`src/rtl/connectnet_arbiter.sv`:
```
// rtl/connectnet_arbiter.sv - round-robin burst-locking arbiter onto one registered net link
// Optional stall timeout: define CONNECTNET_ARB_TIMEOUT_EN.
module connectnet_arbiter #(
  parameter int NUM_REQ        = 4,
  parameter int DATA_WIDTH     = 32,
  parameter int TIMEOUT_CYCLES = 16,
  localparam int IDW           = (NUM_REQ > 1) ? $clog2(NUM_REQ) : 1
) (
  input  logic                          clk,
  input  logic                          rst_n,
  input  logic [NUM_REQ-1:0]            req_valid,
  input  logic [NUM_REQ*DATA_WIDTH-1:0] req_data,
  input  logic [NUM_REQ-1:0]            req_last,
  output logic [NUM_REQ-1:0]            req_ready,
  output logic                          out_valid,
  output logic [DATA_WIDTH-1:0]         out_data,
  output logic                          out_last,
  input  logic                          out_ready,
  output logic [IDW-1:0]                grant_id,
  output logic                          grant_active,
  output logic                          timeout_err
);

  if (NUM_REQ < 1 || NUM_REQ > 16) begin : g_bad_num_req
    $error("connectnet_arbiter: NUM_REQ must be 1..16");
  end
  if (TIMEOUT_CYCLES < 2 || TIMEOUT_CYCLES > 65535) begin : g_bad_timeout
    $error("connectnet_arbiter: TIMEOUT_CYCLES must be 2..65535");
  end

  typedef enum logic {
    IDLE   = 1'b0,
    LOCKED = 1'b1
  } state_t;

  state_t                state, state_next;
  logic [IDW-1:0]        rr_ptr, rr_next, grant_next, pick, grant_inc;
  logic [IDW:0]          cand;
  logic                  found, can_accept, xfer, stall_hit;
  logic                  g_valid, g_last;
  logic [DATA_WIDTH-1:0] g_data;

  // Scan requesters in cyclic order starting at rr_ptr; first valid wins.
  always_comb begin
    pick  = '0;
    found = 1'b0;
    cand  = '0;
    for (int k = 0; k < NUM_REQ; k++) begin
      cand = {1'b0, rr_ptr} + (IDW+1)'(k);
      if (cand >= (IDW+1)'(NUM_REQ)) cand = cand - (IDW+1)'(NUM_REQ);
      for (int i = 0; i < NUM_REQ; i++) begin
        if (!found && req_valid[i] && (cand[IDW-1:0] == IDW'(i))) begin
          found = 1'b1;
          pick  = IDW'(i);
        end
      end
    end
  end

  assign can_accept   = !out_valid || out_ready;
  assign grant_active = (state == LOCKED);
  assign grant_inc    = (grant_id == IDW'(NUM_REQ-1)) ? '0 : grant_id + 1'b1;

  always_comb begin
    g_valid   = 1'b0;
    g_last    = 1'b0;
    g_data    = '0;
    req_ready = '0;
    for (int i = 0; i < NUM_REQ; i++) begin
      if (grant_id == IDW'(i)) begin
        g_valid      = req_valid[i];
        g_last       = req_last[i];
        g_data       = req_data[i*DATA_WIDTH +: DATA_WIDTH];
        req_ready[i] = grant_active && can_accept;
      end
    end
  end

  assign xfer = grant_active && g_valid && can_accept;

`ifdef CONNECTNET_ARB_TIMEOUT_EN
  logic [15:0] stall_cnt;

  assign stall_hit = grant_active && !xfer && (stall_cnt == 16'(TIMEOUT_CYCLES-1));

  // Counter sits at zero outside LOCKED, so it is already clear on entry.
  always_ff @(posedge clk or negedge rst_n) begin
    if (!rst_n) begin
      stall_cnt   <= '0;
      timeout_err <= 1'b0;
    end else begin
      timeout_err <= stall_hit;
      if (!grant_active || xfer || stall_hit) stall_cnt <= '0;
      else                                    stall_cnt <= stall_cnt + 16'd1;
    end
  end
`else
  assign stall_hit   = 1'b0;
  assign timeout_err = 1'b0;
`endif

  always_comb begin
    state_next = state;
    rr_next    = rr_ptr;
    grant_next = grant_id;
    case (state)
      IDLE: begin
        if (found) begin
          state_next = LOCKED;
          grant_next = pick;
        end
      end
      LOCKED: begin
        if ((xfer && g_last) || stall_hit) begin
          state_next = IDLE;
          rr_next    = grant_inc;
        end
      end
      default: state_next = IDLE;
    endcase
  end

  always_ff @(posedge clk or negedge rst_n) begin
    if (!rst_n) begin
      state    <= IDLE;
      rr_ptr   <= '0;
      grant_id <= '0;
    end else begin
      state    <= state_next;
      rr_ptr   <= rr_next;
      grant_id <= grant_next;
    end
  end

  // Load wins over drain so back-to-back beats keep out_valid high.
  always_ff @(posedge clk or negedge rst_n) begin
    if (!rst_n) begin
      out_valid <= 1'b0;
      out_data  <= '0;
      out_last  <= 1'b0;
    end else if (xfer) begin
      out_valid <= 1'b1;
      out_data  <= g_data;
      out_last  <= g_last;
    end else if (out_ready) begin
      out_valid <= 1'b0;
    end
  end

endmodule

```
`config.mk`:
```
export PLATFORM = sky130hd
export DESIGN_NAME = connectnet_arbiter
export DESIGN_NICKNAME = d
export VERILOG_FILES = /design/src/rtl/connectnet_arbiter.sv
export SDC_FILE = /design/constraint.sdc
export NUM_CORES = 1
export LEC_CHECK = 0
export BUFFER_PORTS_ARGS = -buffer_cell sky130_fd_sc_hd__buf_4
export CAP_MARGIN = 20
export CELL_PAD_IN_SITES_DETAIL_PLACEMENT = 0
export CELL_PAD_IN_SITES_GLOBAL_PLACEMENT = 1
export CORE_MARGIN = 2
export CORE_UTILIZATION = 33
export CTS_CLUSTER_SIZE = 20
export DETAILED_ROUTE_END_ITERATION = 10
export PLACE_DENSITY = 0.84
export SYNTH_ARGS = -nofsm -noshare
export SYNTH_HDL_FRONTEND = slang
export SYNTH_SLANG_ARGS = --single-unit
```
`constraint.sdc`:
```
create_clock -name clk -period 5.25 [get_ports clk]
set_input_delay 0.7875 -clock clk [delete_from_list [all_inputs] [get_ports clk]]
set_output_delay 0.7875 -clock clk [all_outputs]
set_load 0.02 [all_outputs]
```
; ---- Word-level counts from Yosys, hierarchy flattened
; Cells that the tools add are included.
; Widths: inputs -> output; s select.
[classes]
addsub = 8
multipliers = 0
n_div = 0
magnitude_cmp = 4
n_eq_ne = 15
shift = 0
muxes = 57
bitwise_logic = 1
n_reduce_logical = 60
[op_table]
columns = cell, count
row1 = $mux 32, 4
row2 = $mux 2, 19
row3 = $logic_and 1x1->1, 35
row4 = $mux 1, 33
row5 = $eq 2x2->1 const B, 10
row6 = $logic_not 1->1, 16
row7 = $eq 2x1->1 const B, 5
row8 = $logic_not 2->1, 5
row9 = $ge 3x3->1 const B, 3
row10 = $sub 2x1->2 const B, 4
row11 = $add 2x2->3 const B, 2
row12 = $reduce_and 2->1, 2
row13 = $add 2x1->3 const B, 1
row14 = $ge 2x3->1 const B, 1
row15 = $add 2x1->2 const B, 1
row16 = $pmux 1 s2, 1
row17 = $reduce_bool 2->1, 1
row18 = $logic_or 1x1->1, 1
row19 = $not 1->1, 1
[word_totals]
reg_bits = 39
latchBits = 0
mem_bits_rw = 0
romBits = 0
out_inout_bits = 42
n_memories = 0

; ---- Logic depth before layout (Yosys ltp)
; Gate-level depths: netlist (run 1).
[logic_depth]
word_depth = 67
mapped_depth = 9
depth_no_buf = 6

; ---- Worst setup path before layout (run 1)
; OpenSTA, ideal clock, no wires.
[synth_timing]
kind = register -> output
startpoint = reg grant_id[1]
endpoint = out req_ready[3]
t_arrival_ps = 1521
slack_ps = 2941
path_stages_with_launch = 5
cell_sequence = dfrtp_1 > ha_1 > buf_2 > clkbuf_1 > and3_1
[synth_between]
elab_chain_cells = 2
[synth_lines]
columns = item, line_no
row1 = start: declaration, 19  ; output logic [IDW-1:0] grant_id,
row2 = start signal: assignment, 131  ; grant_id <= grant_next;
row3 = $eq 2x2->1, 70  ; if (grant_id == IDW'(i)) begin
row4 = $mux 1, 70
row5 = end: declaration, 14  ; output logic [NUM_REQ-1:0] req_ready,
; Every way passes these cells.

; ---- Worst setup path after layout (run 1)
[layout_timing]
startpoint = reg grant_id[1]
endpoint = reg out_data[19]
[layout_between]
elab_chain_cells = 7
[layout_lines]
columns = item, line_no
row1 = $logic_not 2->1, 70
row2 = $mux 1 (4 in a row), 70
row3 = $logic_and 1x1->1 (2 in a row), 79  ; assign xfer = grant_active && g_valid && can_accept;
row4 = end signal: assignment, 143  ; out_data <= g_data;
row5 = end: declaration, 16  ; output logic [DATA_WIDTH-1:0] out_data,
; Several ways; a longest one is shown, not always the timed one.
; A chain may end at the register's enable or synchronous reset.

==> results by group, run 1 <==
Drt
  • DRC: 0
  • DRT Pass-1 Iters: 4
  • DR vias: ~3100
  • DR vias/cell: 5.01
  • DRT iter0 DRCs: 82
  • Post-DRT Antenna Nets: 0
  • Wire length per cell: between 15 and 20 um
  • DRT Wirelength: 9.38 mm

Power and ir drop
  • Peak VDD IR: 263 uV
  • Power Dens Cells: 630 mW/mm2
  • Leakage: 2.32 nW
  • Internal power: 1.66 mW
  • Combinational power share: 0.693
  • Clock power share: 0.105
  • Sequential power share: 0.202
  • Switch Pwr: 1.18 mW
  • Switching share of power: 0.415
  • Final Power: 2.84 mW

Setup path
  • Data required time of the worst path: 5.43 ns
  • R2R Path End: out_data[19]
  • CP max-delay cell: ha_2
  • Setup CP Type: flop to flop
  • R2R cell count: 6
  • CP peak stage delay: 0.61 ns
  • Crit Path Max Fanout: 36
  • R2r setup slk: 2.24 ns
  • Worst r2r src: grant_id[1]
  • CP Cell Sequence: ha_2, buf_4, and2_1, o21a_2, buf_16, mux2_2
  • Critical path capture point type: flop
  • Kind of start point of the critical path: flop
  • Arr. time, crit path: 3.19 ns

Yosys
  • Syn. warnings: 0
  • XOR/XNOR share of the synthesized area: 0
  • Adder-Cell Fraction of Synth Area: 0.0167
  • Ranking of synthesized cells by area: dfrtp_1, mux2_4, a21oi_1, a22o_1, o21ai_0
  • Post-synth ARST share: 1.00
  • Dominant synthesized flop cell: dfrtp_1
  • Synth area leader: dfrtp_1
  • Post-Synth Simple-Gate Area: 0.0917
  • Sequential fraction of the synthesis area: 0.325
  • Top cells by count, synth: a21oi_1, dfrtp_1, inv_1
  • Compound-cell area share of the yosys netlist: 0.295
  • #FFs+latches synth: 39
  • Mapped Avg Cell Area: 8.65 um2
  • Post-synthesis cell type count: 38
  • Synth Cell Area: 0.00300 mm2
  • Post-synthesis mux area share: 0.163
  • Most common cell in the netlist: a21oi_1
  • Post-Syn Nets: 490
  • Largest family of logic cells by synthesized area: compound AO/OA/AOI/OAI gates
  • Post-Syn Instances: 347
  • Post-synth top area share: 0.325
  • EDFF count, synth: 0

Job
  • Maxcap violations: 0

Layout
  • Share of layout cells above drive strength 1: 0.454
  • # diodes: 0
  • Fill cell count: around 860
  • Multi-input gate area: 0.00171 mm2
  • Flip-flop and latch area: 976 um2
  • Area growth syn-to-layout: 50.0%
  • Design Area, Final: roughly 0.0045 mm2
  • Final nets: 651

Clock tree
  • Clock latency on the worst-skew pair: ~0.29 ns
  • CTS max path bufs: 2
  • Setup Buffers After CTS: 0
  • # clock sinks: 39
  • Clock transition at path regs: approximately 0.080 ns
  • PostCTS Resize Cnt: 0
  • Root Driver: clkbuf_8
  • Cts bufs inserted: 5
  • # H-tree levels: 2
  • TritonCTS clock tree: yes
  • Hold Buf Count CTS: 0

Global routing
  • First-pass GRT wire length: 14.4 mm
  • Vias in the first global route: 2962
  • Global route overflow: 0
  • GRT Total Usage: 0.180
  • Initial antenna violation count: 0
  • Largest net degree at the start of global routing: 69

STA
  • Highest clock rate: 332 MHz
  • Final Hold Viols: 0
  • TNS Setup: 0 ns
  • RSZ-0062 raised after global routing: no
  • Final WS setup: 2.24 ns
  • Least-Margin Pin Slew: just under 0.7 ns
  • Max-Slew Margin vs Limit: 0.550
  • Final worst clock skew: 0.0110 ns
  • Final setup vio count: 0
  • Minimum clock period: 3.01 ns
  • Worst hold slack: 0.464 ns
  • Final Cycle Share: 0.574
  • Max Slew Vio Count: 0

Floorplanning
  • Core area: 0.00876 mm2
  • Die Area: 0.00988 mm2
  • Initial Utilization: 0.343
  • Chip Height: 99.4 um
  • Die Width: 99.4 um
  • Rows: 34
  • IO Pins: 181

Placement
  • Final GP Congestion: approximately 0.85
  • Placed inst area: 0.00432 mm2
  • Detailed Place HPWL: 6.97 mm
  • Port bufs: 179
  • Post-placement setup slack: 1.74 ns

Min path
  • Worst hold path class: input pin to async pin

Run status
  • Run status: completed
==> power groups by stage <==
stage	clock, mW	combinational [mW]	sequential (mW)
global route	0.320	2.13	0.592
global placement	0	1.90	0.570
CTS	0.311	1.94	0.573
floorplan	0	1.33	0.715
detailed placement	0	1.94	0.573
finish	0.298	1.96	0.574
==> layout make-up <==
| class | count | share of cell area |
|---|---|---|
| multi-input cells | 242 | 0.380 |
| repair buffers | 184 | 0.314 |
| flip-flops and latches | 39 | 0.217 |
| inverters | 36 | 0.0300 |
| well taps | 108 | 0.0300 |
| clock buffers | 6 | 0.0161 |
| clock inverters | 2 | 0.0133 |
==> cell usage in the layout (no fill, tap or decap), types with 2 or more instances in the layout <==
cell type	n
nor2b_1	6
dfrtp_1	39
nand2b_1	2
mux2_1	2
o21ai_0	33
ha_2	3
clkbuf_8	5
inv_1	36
mux2_2	4
a21oi_1	64
mux2_4	28
a22o_1	30
o31ai_1	2
nor2_1	6
bufinv_16	2
a211oi_1	2
buf_4	182
nand2_1	35
a221oi_1	2
a31oi_1	3
and3_1	4
nand3b_1	2
==> through the flow <==
stage | utilization | cells
after floorplan | - | 347
after global placement | 0.493 | 607
after detailed placement | 0.493 | 607
after CTS | 0.509 | 615
after global routing | 0.514 | 617
final | 0.514 | 617
==> worst max-delay path by stage <==
| stage | start | endpoint | slack [ns] | depth (start not counted) |
|---|---|---|---|---|
| after detailed placement | grant_id[1] | out_data[22] | 1.74 | 6 |
| after global placement | grant_id[1] | out_data[22] | 1.86 | 6 |
| after global routing | grant_id[0] | out_data[19] | 2.08 | 6 |
| final | grant_id[1] | out_data[19] | 2.24 | 6 |
| after CTS | grant_id[1] | out_data[19] | 1.71 | 6 |
| after floorplan | grant_id[1] | req_ready[3] | 2.94 | 4 |
==> logic make-up after synthesis <==
| family | Yosys count |
|---|---|
| AO/OA/AOI/OAI | 143 |
| adder cells (fa/ha/maj) | 4 |
| buffers and inverters | 66 |
| flip-flops | 39 |
| multiplexers | 34 |
| other | 1 |
| AND/OR/NAND/NOR | 60 |
==> critical path, delay by kind of cell, from the launching register on <==
kind	cells	cell delay [ns]
AO/OA/AOI/OAI	1	0.52
adder cells (fa/ha/maj)	1	0.61
buffers and inverters	2	0.70
flip-flops	1	0.45
multiplexers	1	0.35
AND/OR/NAND/NOR	1	0.23
==> state kept, by name (all words and copies together), names as in the netlist <==
register      cells
grant_active      1
rr_ptr            2
out_data         32
out_last          1
grant_id          2
out_valid         1
==> layer usage <==
layer  track usage  up-vias  routed length (um)
li1              -     1543                   -
met1         0.227     1437                3960
met2         0.317      109                4710
met3        0.0443        4                 666
met4        0.0295        0                  52
met5             0        -                   0
Note: power is estimated with default switching activity, not from simulation.
==> inputs of run 2 (changes only) <==
Settings changed: CORE_UTILIZATION 33 to 28, PLACE_DENSITY 0.84 to 0.75.
Clock period 5.25 ns to 2.5 ns, I/O delays scaled along.
==> run 2 against run 1 <==
  * Sequential cell count stayed put
  * Worst setup slack worse by 2.0 ns
  * Sequential share of layout area hardly changed
  * Routed wire length is 3.9% higher
  * Critical path depth is 1 lower
  * Clock skew is 0.0013 ns lower
  * Highest routed layer unchanged
==> results by group, run 2 (synthesis gave the netlist of run 1 again) <==
Layout
  • Design Area, Final: 0.00451 mm2 (+0.19%)
  • Area growth syn-to-layout: 50.3%
  • Multi-input gate area: 0.00171 mm2 (unchanged)
  • # diodes: 0 (unchanged)
  • Commonest non-fill, non-tap cell in the layout: buf_4
  • Share of layout cells above drive strength 1: 0.461 (+0.00726)
  • Fill cell count: 1056 (+22%)
  • Most flops, register: out_data
  • Top flop regs: out_data (32), grant_id (2), rr_ptr (2)
  • Max reg flops: 32 (unchanged)
  • Flip-flop and latch area: 976 um2 (unchanged)
  • Final nets: 656 (+0.77%)
  • Commonest cells after routing, fill and taps aside: buf_4, a21oi_1, dfrtp_1

STA
  • RSZ-0062 raised after global routing: no
  • Final WS setup: 0.229 ns (-2.01 ns)
  • Max-Slew Margin vs Limit: 0.665 (+0.114)
  • Minimum clock period: 2.27 ns
  • Highest clock rate: 440 MHz
  • Max Slew Vio Count: 0 (unchanged)
  • Final Cycle Share: 0.909
  • TNS Setup: 0 ns (unchanged)
  • Final worst clock skew: 0.00975 ns (-0.00126 ns)
  • Worst hold slack: 0.0487 ns (-0.416 ns)
  • Least-Margin Pin Slew: 0.503 ns (-0.172 ns)
  • Final Hold Viols: 0 (unchanged)
  • Final setup vio count: 0 (unchanged)

Clock tree
  • Cts bufs inserted: 5 (unchanged)
  • Hold Buf Count CTS: 0 (unchanged)
  • Clock latency on the worst-skew pair: 0.29 ns (about the same)
  • CTS max path bufs: 2 (unchanged)
  • Root Driver: clkbuf_8
  • # clock sinks: 39 (unchanged)
  • Clock transition at path regs: 0.08 ns (about the same)
  • Setup Buffers After CTS: 0 (unchanged)
  • # H-tree levels: 2 (unchanged)
  • TritonCTS clock tree: yes
  • PostCTS Resize Cnt: 0 (unchanged)

Placement
  • Post-placement setup slack: 0.342 ns (-1.39 ns)
  • Final GP Congestion: 0.837 (-1.3%)
  • Detailed Place HPWL: 7.48 mm (+7.4%)
  • Port bufs: 179 (unchanged)
  • Placed inst area: 0.00442 mm2 (+2.3%)

Global routing
  • Vias in the first global route: 3154 (+6.5%)
  • Largest net degree at the start of global routing: 44 (-36%)
  • Initial antenna violation count: 0 (unchanged)
  • GRT Total Usage: 0.165 (-0.0146)
  • Global route overflow: 0 (unchanged)
  • First-pass GRT wire length: 15.3 mm (+6.1%)

Power and ir drop
  • Leakage: 2.31 nW (-0.26%)
  • Power Dens Cells: 1290 mW/mm2 (+100%)
  • Peak VDD IR: 563 uV (+110%)

Drt
  • DRT Wirelength: 9.75 mm (+3.9%)
  • DR vias: 3120 (+0.87%)
  • DRT Pass-1 Iters: 4 (unchanged)
  • DR vias/cell: 4.80 (-4.2%)
  • DRC: 0 (unchanged)
  • DRT iter0 DRCs: 115 (+40%)
  • Wire length per cell: 15.0 um (-1.4%)
  • Post-DRT Antenna Nets: 0 (unchanged)

Floorplanning
  • Die Area: 0.0116 mm2 (+17%)
  • Die Width: 108 um (+8.2%)
  • Core area: 0.0104 mm2 (+18%)
  • Rows: 37 (+8.8%)
  • IO Pins: 181 (unchanged)
  • Initial Utilization: 0.290 (-0.0531)
  • Chip Height: 108 um (+8.2%)

Setup path
  • Setup CP Type: flop to output port
  • CP max-delay cell: dfrtp_1
  • Cell mode on critical path: buf_4
  • Arr. time, crit path: 1.90 ns (-1.29 ns)
  • CP Cell Sequence: inv_1, ha_2, buf_4, and3_1, buf_4
  • Critical path capture point type: output port
  • CP peak stage delay: 0.44 ns (-0.17 ns)
  • Kind of start point of the critical path: flop
  • Data required time of the worst path: 2.12 ns (-3.31 ns)
  • Crit Path Max Fanout: 43 (+19%)

Job
  • Maxcap violations: 0 (unchanged)

Run status
  • Run status: completed

Min path
  • Worst hold path class: input pin to async pin
## run 2: changes by cell type in the layout (fill, tap and decap cells not counted), sizes merged
cell      change
buf           +5
bufinv        -2
clkbuf        -1
clkinv        +1
clkinvlp      +2
## run 2: layout make-up
class,count,share of cell area
Multi-Input combinational cell,242,0.379
Timing Repair Buffer,189,0.317
Sequential cell,39,0.216
Tap cell,136,0.0377
Inverter,36,0.0299
Clock buffer,5,0.0152
Clock inverter,3,0.00444
## run 2: critical path: cells and delay by family, from the launching register on
| kind | cells | cell delay, ns |
|---|---|---|
| flops | 1 | 0.44 |
| buf+inv | 3 | 0.69 |
| simple gates | 1 | 0.22 |
| fa+ha+maj | 1 | 0.25 |
## run 2: routing by layer
layer	global-route usage	part of all wire	vias up	routed length (um)
li1	-	-	1555	-
met1	0.198	0.41	1438	4040
met2	0.296	0.50	116	4830
met3	0.0375	0.077	11	746
met4	0.0440	0.014	0	135
met5	0	0	-	0
## run 2: power breakdown
part           internal, mW  total [mW]  leakage (nW)  switching, mW
clock network         0.194       0.426        0.0402          0.232
registers             0.963        1.18         0.475          0.222
logic                  2.14        4.20          1.80           2.06
total                  3.30        5.81          2.31           2.51
## run 2: worst paths after layout
kind                            slack [ns]      endpoint  cells past startpoint           from
worst max register to register        0.34     rr_ptr[1]                      7    grant_id[1]
max in group asynchronous             2.09  out_data[23]                      1          rst_n
min in group clk                      0.42  out_data[30]                      4  req_data[126]
worst min register to register        0.52   out_data[1]                      1    out_data[1]
worst max-delay path                  0.23  req_ready[2]                      5    grant_id[0]
worst min-delay path                  0.05  out_data[17]                      1          rst_n
## run 2: through the flow
step	std cells	utilization	power, mW
floorplan	347	-	4.29
global placement	642	0.427	5.36
detailed placement	642	0.427	5.43
CTS	650	0.435	5.88
global route	650	0.435	6.27
finish	650	0.435	5.81
==> inputs of run 3 (changes only) <==
Settings changed: CELL_PAD_IN_SITES_DETAIL_PLACEMENT 0 to unset, CELL_PAD_IN_SITES_GLOBAL_PLACEMENT 1 to unset, CORE_UTILIZATION 28 to 41, CTS_BUF_LIST set to sky130_fd_sc_hd__clkbuf_8, PLACE_DENSITY 0.75 to 0.77.
==> run 3 against run 2 <==
  * Clock skew is 0.0064 ns higher
  * Critical path type unchanged
  * Register-to-register slack worse by 0.03 ns
  * Die area is 31% lower
  * Cell count is 5.7% lower
==> results by group, run 3 (synthesis gave the netlist of run 1 again) <==
Setup path
  • Setup CP Type: flop to output port
  • Arr. time, crit path: 1.94 ns (+0.04 ns)
  • R2R cell count: 7 (unchanged)
  • Data required time of the worst path: 2.12 ns (about the same)
  • CP startpoint: grant_id[1]
  • Worst r2r src: grant_id[1]
  • Kind of start point of the critical path: flop
  • Critical path capture point type: output port
  • Crit Path Max Fanout: 32 (-26%)

Clock tree
  • TritonCTS clock tree: yes
  • # clock sinks: 39 (unchanged)
  • Root Driver: clkbuf_8
  • Hold Buf Count CTS: 0 (unchanged)
  • CTS max path bufs: 2 (unchanged)
  • Setup Buffers After CTS: 0 (unchanged)
  • Cts bufs inserted: 5 (unchanged)
  • # H-tree levels: 2 (unchanged)
  • PostCTS Resize Cnt: 0 (unchanged)
  • Clock latency on the worst-skew pair: 0.30 ns (about the same)
  • Clock transition at path regs: 0.08 ns (about the same)

STA
  • TNS Setup: 0 ns (unchanged)
  • Least-Margin Pin Slew: 0.503 ns (-0.00000930 ns)
  • RSZ-0062 raised after global routing: no
  • Max-Slew Margin vs Limit: 0.665 (about the same)
  • Final Cycle Share: 0.925 (+0.0167)
  • Final Hold Viols: 0 (unchanged)
  • Final setup vio count: 0 (unchanged)
  • Highest clock rate: 432 MHz (-1.8%)
  • Minimum clock period: 2.31 ns (+0.0418 ns)
  • Max Slew Vio Count: 0 (unchanged)
  • Final worst clock skew: 0.0162 ns (+0.00644 ns)

Floorplanning
  • Chip Height: 89.6 um (-17%)
  • IO Pins: 181 (unchanged)
  • Core area: 0.00718 mm2 (-31%)
  • Die Area: 0.00802 mm2 (-31%)
  • Rows: 31 (-16%)
  • Initial Utilization: 0.418 (+0.129)
  • Die Width: 89.6 um (-17%)

Power and ir drop
  • Peak VDD IR: 865 uV (+54%)
  • Power Dens Cells: 1310 mW/mm2 (+1.5%)
  • Final Power: 5.83 mW (+0.36%)
  • Leakage: 2.32 nW (+0.22%)

Placement
  • Placed inst area: 0.00438 mm2 (-1.0%)
  • Port bufs: 179 (unchanged)
  • Detailed Place HPWL: 7.19 mm (-3.9%)
  • Placed insts: 605 (-5.8%)
  • Final GP Congestion: 0.864 (+3.3%)

Run status
  • Run status: completed

Layout
  • Final nets: 656 (unchanged)
  • Fill cell count: 625 (-41%)
  • Top flop regs: out_data (32), grant_id (2), rr_ptr (2)
  • Commonest non-fill, non-tap cell in the layout: buf_4
  • Post-Layout Cell Count: 613 (-5.7%)
  • Share of layout cells above drive strength 1: 0.459 (-0.00195)
  • Most flops, register: out_data
  • Flip-flop and latch area: 976 um2 (unchanged)
  • # diodes: 0 (unchanged)
  • Max reg flops: 32 (unchanged)
  • Design Area, Final: 0.00446 mm2 (-1.1%)
  • Area growth syn-to-layout: 48.6%
  • Commonest cells after routing, fill and taps aside: buf_4, a21oi_1, dfrtp_1
  • Multi-input gate area: 0.00171 mm2 (unchanged)

Global routing
  • Largest net degree at the start of global routing: 40 (-9.1%)
  • Initial antenna violation count: 0 (unchanged)
  • First-pass GRT wire length: 14.2 mm (-7.3%)
  • Vias in the first global route: 3006 (-4.7%)
  • GRT Total Usage: 0.227 (+0.0611)
  • Global route overflow: 0 (unchanged)

Drt
  • Post-DRT Antenna Nets: 0 (unchanged)
  • DR vias/cell: 5.27 (+9.7%)
  • DRT Pass-1 Iters: 4 (unchanged)
  • Wire length per cell: 15.2 um (+1.6%)
  • DR vias: 3228 (+3.5%)
  • DRT iter0 DRCs: 114 (-0.87%)
  • DRC: 0 (unchanged)
  • DRT Wirelength: 9.34 mm (-4.2%)

Job
  • Maxcap violations: 0 (unchanged)

Min path
  • Worst hold path class: input pin to async pin
## run 3: area by class of cell
| class | count | area share |
|---|---|---|
| Clock buffer | 5 | 0.0154 |
| Clock inverter | 3 | 0.00364 |
| Inverter | 36 | 0.0303 |
| Multi-Input combinational cell | 242 | 0.384 |
| Sequential cell | 39 | 0.219 |
| Tap cell | 99 | 0.0278 |
| Timing Repair Buffer | 189 | 0.321 |
## run 3: power by group
| group | internal (mW) | leakage [nW] | switching [mW] | total (mW) |
|---|---|---|---|---|
| clock network | 0.191 | 0.0453 | 0.224 | 0.415 |
| logic | 2.14 | 1.80 | 2.07 | 4.22 |
| registers | 0.963 | 0.475 | 0.236 | 1.20 |
## run 3: final timing paths
kind / end / slack, ns
setup reg to reg: rr_ptr[1] / 0.31
max in group asynchronous: out_data[0] / 2.09
setup / recovery: req_ready[3] / 0.19
hold reg to reg: out_data[30] / 0.51
hold / removal: out_data[6] / 0.04
min in group clk: out_data[31] / 0.43
## run 3: per-layer routing
layer | track usage | part of all wire | up-vias
met5 | 0 | 0 | -
met4 | 0.0665 | 0.022 | 0
met3 | 0.0457 | 0.072 | 20
met2 | 0.396 | 0.50 | 143
met1 | 0.282 | 0.41 | 1507
li1 | - | - | 1558
## run 3: critical path: stages (launching register included)
cell     delay (ns)
dfrtp_1        0.44
ha_2           0.46
buf_4          0.40
and3_1         0.21
buf_4          0.13
## run 3: metrics by stage
stage / hold WS [ns] / util / setup slack [ns]
3_3_place_gp: 0.370 / 0.610 / 0.459
2_1_floorplan: 0.0794 / - / 0.384
5_1_grt: 0.0857 / 0.622 / 0.0582
6_report: 0.0398 / 0.622 / 0.187
3_5_place_dp: 0.383 / 0.610 / 0.320
4_1_cts: 0.0672 / 0.622 / 0.177
